$ cat src/rtl/sprite_rom_arbiter.sv
// -----------------------------------------------------------------------------
// sprite_rom_arbiter
//
// Lets NUM_REQ sprite requesters (player, enemy, bullet mappers, ...) share a
// single synchronous sprite ROM. At most one read is granted per vga_clk
// cycle. Each returned ROM word is steered back to the requester that issued
// it, ROM_LAT+2 cycles after its grant cycle.
//
// Configuration macro:
//   SPRITE_ARB_FIXED_PRIO_EN - when defined, the lowest requester index always
//                              wins. The round-robin pointer is removed and
//                              frame_start is ignored. Latency is unchanged.
//
// Ports:
//   vga_clk      in   single clock
//   reset        in   asynchronous, active-high reset
//   frame_start  in   one-cycle pulse; resets the round-robin pointer to 0
//   req          in   [NUM_REQ]        per-requester read request
//   req_addr     in   [NUM_REQ*ADDR_W] packed addresses; requester i uses
//                                      bits [i*ADDR_W +: ADDR_W]
//   gnt          out  [NUM_REQ]        one-hot grant, combinational from req
//   rom_address  out  [ADDR_W]         registered ROM address
//   rom_q        in   [DATA_W]         ROM read data
//   rd_valid     out  [NUM_REQ]        one-hot, registered read-data strobe
//   rd_data      out  [DATA_W]         registered read data (held when idle)
//   busy         out  high while any read is in flight
// -----------------------------------------------------------------------------
module sprite_rom_arbiter #(
    parameter int NUM_REQ = 4,
    parameter int ADDR_W  = 9,
    parameter int DATA_W  = 2,
    parameter int ROM_LAT = 1
) (
    input  logic                      vga_clk,
    input  logic                      reset,
    input  logic                      frame_start,
    input  logic [NUM_REQ-1:0]        req,
    input  logic [NUM_REQ*ADDR_W-1:0] req_addr,
    output logic [NUM_REQ-1:0]        gnt,
    output logic [ADDR_W-1:0]         rom_address,
    input  logic [DATA_W-1:0]         rom_q,
    output logic [NUM_REQ-1:0]        rd_valid,
    output logic [DATA_W-1:0]         rd_data,
    output logic                      busy
);

    localparam int PTR_W = (NUM_REQ > 1) ? $clog2(NUM_REQ) : 1;

    logic [NUM_REQ-1:0] gnt_s;
    logic [ADDR_W-1:0]  gnt_addr_s;
    logic               busy_s;

    // One-hot tag per pipeline stage; stage ROM_LAT lines up with rom_q.
    logic [NUM_REQ-1:0] tag_pipe_r [ROM_LAT+1];

`ifdef SPRITE_ARB_FIXED_PRIO_EN

    logic unused_frame_start_s;
    assign unused_frame_start_s = frame_start;

    // Fixed priority: the lowest set request index wins.
    always_comb begin
        gnt_s = '0;
        for (int k = NUM_REQ - 1; k >= 0; k--) begin
            if (req[k]) begin
                gnt_s = '0;
                gnt_s[k] = 1'b1;
            end else begin
                gnt_s = gnt_s;
            end
        end
    end

`else

    logic [PTR_W-1:0] ptr_r;
    logic [PTR_W-1:0] gnt_idx_s;
    logic             found_s;
    logic [PTR_W:0]   rr_sum_s;
    logic [PTR_W-1:0] rr_idx_s;

    // Round-robin search: first set request at or above the pointer, wrapping.
    always_comb begin
        gnt_s     = '0;
        gnt_idx_s = '0;
        found_s   = 1'b0;
        rr_sum_s  = '0;
        rr_idx_s  = '0;
        for (int k = 0; k < NUM_REQ; k++) begin
            rr_sum_s = {1'b0, ptr_r} + (PTR_W+1)'(k);
            if (rr_sum_s >= (PTR_W+1)'(NUM_REQ)) begin
                rr_sum_s = rr_sum_s - (PTR_W+1)'(NUM_REQ);
            end else begin
                rr_sum_s = rr_sum_s;
            end
            rr_idx_s = rr_sum_s[PTR_W-1:0];
            if (!found_s && req[rr_idx_s]) begin
                gnt_s[rr_idx_s] = 1'b1;
                gnt_idx_s       = rr_idx_s;
                found_s         = 1'b1;
            end else begin
                found_s = found_s;
            end
        end
    end

    // Pointer register: frame_start overrides the post-grant advance.
    always_ff @(posedge vga_clk or posedge reset) begin
        if (reset) begin
            ptr_r <= '0;
        end else if (frame_start) begin
            ptr_r <= '0;
        end else if (found_s) begin
            if (gnt_idx_s == PTR_W'(NUM_REQ - 1)) begin
                ptr_r <= '0;
            end else begin
                ptr_r <= gnt_idx_s + PTR_W'(1);
            end
        end else begin
            ptr_r <= ptr_r;
        end
    end

`endif

    assign gnt = gnt_s;

    // Address mux: gnt_s is one-hot, so OR-ing the selected slices is exact.
    always_comb begin
        gnt_addr_s = '0;
        for (int i = 0; i < NUM_REQ; i++) begin
            if (gnt_s[i]) begin
                gnt_addr_s = gnt_addr_s | req_addr[i*ADDR_W +: ADDR_W];
            end else begin
                gnt_addr_s = gnt_addr_s;
            end
        end
    end

    // ROM address register, tag shift pipeline and read-data return register.
    always_ff @(posedge vga_clk or posedge reset) begin
        if (reset) begin
            rom_address <= '0;
            for (int s = 0; s <= ROM_LAT; s++) begin
                tag_pipe_r[s] <= '0;
            end
            rd_valid <= '0;
            rd_data  <= '0;
        end else begin
            if (|gnt_s) begin
                rom_address <= gnt_addr_s;
            end else begin
                rom_address <= rom_address;
            end
            tag_pipe_r[0] <= gnt_s;
            for (int s = 1; s <= ROM_LAT; s++) begin
                tag_pipe_r[s] <= tag_pipe_r[s-1];
            end
            rd_valid <= tag_pipe_r[ROM_LAT];
            // rd_data keeps the last returned word when nothing is returning.
            if (|tag_pipe_r[ROM_LAT]) begin
                rd_data <= rom_q;
            end else begin
                rd_data <= rd_data;
            end
        end
    end

    // busy: any tag still travelling, or a result being presented.
    always_comb begin
        busy_s = |rd_valid;
        for (int s = 0; s <= ROM_LAT; s++) begin
            busy_s = busy_s | (|tag_pipe_r[s]);
        end
    end

    assign busy = busy_s;

endmodule

$ cat config.mk
export PLATFORM = sky130hd
export DESIGN_NAME = sprite_rom_arbiter
export DESIGN_NICKNAME = d
export VERILOG_FILES = /design/src/rtl/sprite_rom_arbiter.sv
export SDC_FILE = /design/constraint.sdc
export NUM_CORES = 1
export LEC_CHECK = 0
export ABC_AREA = 1
export CORE_AREA = 5 5 64 66
export CTS_BUF_LIST = sky130_fd_sc_hd__clkbuf_4
export DETAILED_ROUTE_END_ITERATION = 8
export DIE_AREA = 0 0 69 71
export DONT_BUFFER_PORTS = 1
export PLACE_DENSITY = 0.69
export SETUP_SLACK_MARGIN = 0.3
export SYNTH_ARGS = -nofsm -noshare
export SYNTH_HDL_FRONTEND = slang
export SYNTH_SLANG_ARGS = --single-unit
export TNS_END_PERCENT = 30
$ cat constraint.sdc
create_clock -name vga_clk -period 1.91 [get_ports vga_clk]
set_input_delay 0.2865 -clock vga_clk [delete_from_list [all_inputs] [get_ports vga_clk]]
set_output_delay 0.2865 -clock vga_clk [all_outputs]
set_load 0.03 [all_outputs]
==> results of run 1 <==
flip-flops by register name, summed over array words and instances, names as in the netlist:
signal and flops:
rd_valid 4, ptr_r 2, rom_address 9, tag_pipe_r 8
rd_data 2
final timing paths:
kind | startpoint | endpoint | cells past startpoint
setup / recovery | ptr_r[0]$_DFFE_PP0P_ | gnt[1] | 9
hold / removal | rom_q[0] | rd_data[0]$_DFFE_PP0P_ | 1
setup reg to reg | ptr_r[0]$_DFFE_PP0P_ | rom_address[8]$_DFFE_PP0P_ | 14
hold reg to reg | tag_pipe_r[2]$_DFF_PP0_ | rd_valid[2]$_DFF_PP0_ | 0
max in group asynchronous | reset | rom_address[5]$_DFFE_PP0P_ | 3
min in group asynchronous | reset | rom_address[1]$_DFFE_PP0P_ | 2
cell usage after synthesis (all sizes together):
cell     n  share of area, %
a21boi   4               2.0
nor2    14               5.5
or4      1              0.45
nand4    5               1.9
inv     10               2.7
nand3   30                11
o21ai    1              0.52
nor4     2              0.75
dfrtp   25                37
nor3     1              0.60
a21oi    6               2.5
mux2     2               1.3
nand3b   1              0.45
ha       6               4.5
o21bai   1              0.45
nand2   94                25
buf      5               3.4
where the power goes:
part | leakage (nW) | internal, mW | switching, mW
clock | 0.0183 | 0.0851 | 0.166
sequential | 0.308 | 0.782 | 0.470
combinational | 0.815 | 1.77 | 2.14
cell type report:
type	instances	area (um^2)	area share, %
multi-input cells	169	1050	47.6
flip-flops and latches	25	628	28.5
repair buffers	44	388	17.6
well taps	48	60.1	2.72
inverters	10	47.5	2.16
clock buffers	3	22.5	1.02
clock inverters	1	8.76	0.397
timing repair:
action | 4_1_cts | 5_1_grt
gates cloned | 1 | 0
endpoints found under the hold margin | 19 | 0
pin swaps | 12 | 16
resized for setup | 13 | 5
endpoints found under the setup margin | 20 | 20
hold buffers | 2 | 0
buffers inserted | 5 | 4
kinds of logic after synthesis:
family | count (synthesis)
fa+ha+maj | 6
compound gates | 12
simple gates | 148
buf+inv | 15
flops | 25
mux | 2
per-layer routing:
metal	vias up	routed length, um
li1	769	-
met1	761	1690
met2	59	2510
met3	8	306
met4	0	56
met5	-	0
==> out/qor.txt, run 1 <==
===============================================================================================
Post-synthesis cell count                                                                   208
1st-iter DRT viols                                                                           71
Highest cell delay on the worst timing path                                             0.48 ns
Cell at the root of the clock tree                                                     clkbuf_4
Met1 track demand over resource in global routing                                         20.4%
Final Hold Viols                                                                              0
Maximum VDD drop                                                                       0.949 mV
Starting Density                                                                          47.4%
Final worst slack                                                                     -0.309 ns
Number of buffers inserted by port buffering                                                  0
Worst skew pair latency                                                                 0.32 ns
Total via count in the routed design                                                      1,597
Cell with the largest stage delay on the worst path                                     dfrtp_2
Combined global-route utilization of all metal layers                                     18.4%
Area growth syn-to-layout                                                                 32.0%
CP Class                                                                             reg -> out
Post-synthesis mux area share                                                             1.35%
Post-route clock skew                                                                0.00310 ns
Placement-stage cell area                                                          0.00199 mm^2
Number of placed instances with taps included                                               284
Filler Cells Inserted                                                                       332
Buffers plus inverters on the worst setup path                                                3
Post-route standard cell area excluding fillers                                    0.00220 mm^2
Vias in the first global route                                                            1,665
Global routing's busiest layer                                                             met2
Timing-limited maximum frequency                                                      0.451 GHz
Post-DR vias/cell                                                                          5.32
Final clock period utilization by the worst path                                           116%
Buffer levels on the longest clock path                                                       2
Synth cell types                                                                             28
Synth Cell Area                                                                    0.00167 mm^2
Height of the die                                                                         71 um
Simple-gate portion of the synthesized area                                               45.2%
Slew @ Worst Pin                                                                       0.726 ns
Finished Layout Cells                                                                       300
RSZ-0062 raised after global routing                                                        yes
Data arrival time of the worst path                                                     1.93 ns
CTS HTree Levels                                                                              1
Number of antenna cells inserted                                                              0
Final core occ                                                                            62.6%
Worst-path maximum fanout                                                                     5
Sequential share of the synthesized area                                                  37.5%
Syn avg cell area                                                                     8.03 um^2
Flop-to-flop setup slack                                                               -0.23 ns
Routed WL per cell                                                                      15.2 um
Clock tree from TritonCTS                                                                   yes
Critical path, cell by cell                                                        inv_8, ha_4, inv_4, nand2_4, nand2_4, nor2_4, nand4_1, nand3_4, buf_6
Kind of capture point of the worst setup path                                        output pin
Register bit count reported by yosys                                                         25
Leakage component of the power                                                          1.14 nW
Share of the synthesized area in compound gates (AO/OA/AOI/OAI)                           5.47%
Combinational family with the most area after synthesis                            simple AND/OR/NAND/NOR gates
Synthesized-area fraction occupied by xor and xnor cells                                     0%
Remaining global-route overflow                                                               0
Clock input transition at the sequential cells of the worst setup and hold paths        0.14 ns
WHS                                                                                    0.110 ns
Post-placement worst setup slack                                                      -0.112 ns
Violations in the final reports                                                    setup timing
Total Nets Final                                                                            304
Ratio of cells with drive above 1 in the final layout                                     36.1%
Detailed-route DRC error count                                                                0
Antenna violations before repair                                                              0
Startpoint type of the worst setup path                                                register
Max-slew violation count                                                                      0
Adder and majority gate portion of the synthesized area                                   4.49%
Leading cell types in the layout, fill and taps excluded                           nand2_1, buf_4, nand3_1, dfrtp_1, nor2_1
Horizontal die dimension                                                                  69 um
Post-layout power                                                                       5.42 mW
Number of cell rows                                                                          22
Sum Neg Setup Slack                                                                    -3.01 ns
Met3 layer usage reported by global route                                                 3.27%
Yosys warnings                                                                                0
Gp weighted congestion                                                                    0.898
Number of CTS-inserted buffers                                                                3
DIE AREA                                                                           0.00490 mm^2
Tightest slew margin relative to the limit                                                51.5%
First-pass GRT wire length                                                              7.49 mm
Maximum number of pins on one net before global-route repair                                 20
Leading cell type in the layout, fill and taps excluded                                 nand2_1
Met2 Track Usage GR                                                                       35.3%
Final ANT Viol Nets                                                                           0
Post-synth net total                                                                        259
Core ar.                                                                           0.00352 mm^2
Total power per unit cell area                                                     2460 mW/mm^2
Dominant delay contributor by cell family on the critical path                     simple AND/OR/NAND/NOR gates
Top cell by count, worst path                                                           nand2_4
Class of the tightest hold or removal check                                           in -> reg
Result of the run                                                                  finished with violations
Number of endpoints failing setup at the final stage                                         14
Tmin final                                                                              2.22 ns
Post-detailed-placement half-perimeter wirelength                                       3.42 mm
Number of max-cap violations                                                                  0
Detailed-routing iteration count for the pre-antenna-repair pass                              4
Required time of the critical path                                                      1.62 ns
Clock Sinks                                                                                  25
IO Count                                                                                     65
Aggregate routed wire length                                                            4.56 mm
===============================================================================================
Note: power is estimated with default switching activity, not from simulation.
==> run 2, diff against run 1 <==
PLACE_DENSITY = 0.67   (was 0.69)
clock period = 2.1 ns   (was 1.91 ns; I/O delays follow)
==> out/qor.txt, run 2 (synthesis results as in run 1) <==
===============================================================================================
Sum Neg Setup Slack                                                                   -0.938 ns
Area occupied by multi-input gates                                                 0.00105 mm^2
Buffers plus inverters on the worst setup path                                                3
Data arrival time of the worst path                                                     1.92 ns
Final clock period utilization by the worst path                                           106%
Core ar.                                                                           0.00352 mm^2
Result of the run                                                                  finished with violations
Register name with the most flops                                                   rom_address
Required time of the critical path                                                      1.78 ns
Cell at the root of the clock tree                                                     clkbuf_4
Number of buffers inserted by port buffering                                                  0
Final Hold Viols                                                                              0
First-pass GRT wire length                                                              7.11 mm
Kind of capture point of the worst setup path                                        output pin
Final ANT Viol Nets                                                                           0
Total via count in the routed design                                                      1,484
Leading cell type in the layout, fill and taps excluded                                 nand2_1
Number of antenna cells inserted                                                              0
Area growth syn-to-layout                                                                 27.2%
Startpoint type of the worst setup path                                                register
Finished Layout Cells                                                                       286
Register cell area after layout                                                        628 um^2
Largest regs                                                                       rom_address (9), tag_pipe_r (8), rd_valid (4)
Flop pwr share                                                                            24.6%
Dominant delay contributor by cell family on the critical path                       flip-flops
RSZ-0062 raised after global routing                                                        yes
Horizontal die dimension                                                                  69 um
Detailed-routing iteration count for the pre-antenna-repair pass                              4
Maximum VDD drop                                                                       0.809 mV
Slew @ Worst Pin                                                                       0.342 ns
Total Nets Final                                                                            290
Clock Sinks                                                                                  25
Leakage component of the power                                                          1.07 nW
Number of CTS-inserted buffers                                                                3
Height of the die                                                                         71 um
Post-DR vias/cell                                                                          5.19
IO Count                                                                                     65
CP Class                                                                             reg -> out
Number of endpoints failing setup at the final stage                                         13
Number of max-cap violations                                                                  0
Gp weighted congestion                                                                    0.829
Routed WL per cell                                                                      14.9 um
Clock network fraction of design power                                                     4.9%
Class of the tightest hold or removal check                                           in -> reg
Highest cell delay on the worst timing path                                             0.48 ns
Tightest slew margin relative to the limit                                                77.1%
Switching power of the nets                                                             2.42 mW
Max-slew violation count                                                                      0
Worst skew pair latency                                                                 0.33 ns
Cell with the largest stage delay on the worst path                                     dfrtp_2
Aggregate routed wire length                                                            4.26 mm
Flip-flop count of the largest register after layout                                          9
CTS HTree Levels                                                                              1
Combined global-route utilization of all metal layers                                     17.5%
Clock tree from TritonCTS                                                                   yes
Starting Density                                                                          47.4%
1st-iter DRT viols                                                                           77
Remaining global-route overflow                                                               0
Total power per unit cell area                                                     2180 mW/mm^2
Buffer levels on the longest clock path                                                       2
Detailed-route DRC error count                                                                0
Tmin final                                                                              2.23 ns
Number of cell rows                                                                          22
Cell-internal power                                                                     2.21 mW
Clock input transition at the sequential cells of the worst setup and hold paths        0.15 ns
Vias in the first global route                                                            1,533
Antenna violations before repair                                                              0
Leading cell types in the layout, fill and taps excluded                           nand2_1, dfrtp_1, nand3_1, buf_4, nor2_1
DIE AREA                                                                           0.00490 mm^2
Number of placed instances with taps included                                               266
Switching fraction of total power                                                         52.2%
Violations in the final reports                                                    setup timing
Worst-path maximum fanout                                                                     5
Final worst slack                                                                     -0.134 ns
Ratio of cells with drive above 1 in the final layout                                     32.4%
Maximum number of pins on one net before global-route repair                                 26
Post-detailed-placement half-perimeter wirelength                                       3.13 mm
Critical path, cell by cell                                                        inv_8, ha_4, buf_4, nand2_1, o21ai_4, nand4_1, nand3_4, buf_12
Post-route clock skew                                                                 0.0100 ns
Combinational fraction of design power                                                    70.5%
Timing-limited maximum frequency                                                      0.448 GHz
Filler Cells Inserted                                                                       331
===============================================================================================
## run 2: changes by cell type in the layout (fill, tap and decap cells not counted), moves of 2 or more
cell / delta
buf_4: -15
nand3_1: -3
nand2_1: +2
nand2_2: -2
nand3_4: +2
nor2_1: +2
nor2_2: -2
## run 2: layer usage
| metal | vias to the layer above | global-route usage, % | wire [um] |
|---|---|---|---|
| met5 | - | 0 | 0 |
| li1 | 740 | - | - |
| met3 | 8 | 3.41 | 231 |
| met4 | 0 | 7.38 | 78 |
| met1 | 689 | 20.3 | 1690 |
| met2 | 47 | 31.4 | 2250 |
## run 2: worst paths after layout
path	from	to	slack [ns]	cells after the start
max in group asynchronous	reset	ptr_r[1]$_DFFE_PP0P_	1.37	3
min in group asynchronous	reset	tag_pipe_r[0]$_DFF_PP0_	0.46	3
setup reg to reg	ptr_r[0]$_DFFE_PP0P_	rom_address[8]$_DFFE_PP0P_	-0.06	12
hold reg to reg	tag_pipe_r[1]$_DFF_PP0_	rd_valid[1]$_DFF_PP0_	0.40	0
setup / recovery	ptr_r[0]$_DFFE_PP0P_	gnt[1]	-0.13	8
hold / removal	rom_q[1]	rd_data[1]$_DFFE_PP0P_	0.13	1
## run 2: layout make-up
cell class / count / share of cell area, %
clock buffer: 3 / 1.06
timing repair buffer: 31 / 14.4
tap: 48 / 2.83
multi-input combinational: 168 / 49.6
sequential: 25 / 29.6
inverter: 10 / 2.12
clock inverter: 1 / 0.353
## run 2: power groups by stage
stage | logic, mW | clock network [mW] | registers [mW]
global route | 3.57 | 0.265 | 1.17
finish | 3.26 | 0.226 | 1.14
floorplan | 2.10 | 0 | 1.11
detailed placement | 2.70 | 0 | 1.15
global placement | 2.67 | 0 | 1.15
CTS | 3.14 | 0.234 | 1.14
## run 2: timing repair
item,4_1_cts,5_1_grt
buffers inserted,11,3
resized for setup,21,4
hold endpoints to repair,25,1
setup endpoints to repair,15,15
hold buffers,1,1
pin swaps,15,11
## run 2: metrics by stage
step                      power, mW  instance area, um^2  utilization (%)  hold slack (ns)  setup slack [ns]
after CTS                      4.52                 2070             58.8           0.0297           -0.0971
after detailed placement       3.86                 1860             52.7            0.283            0.0149
after global placement         3.82                 1860             52.7            0.277            0.0377
final                          4.63                 2120             60.3            0.127            -0.134
after floorplan                3.21                 1710                -            0.342             0.196
after global routing           5.00                 2120             60.3           0.0980            -0.249
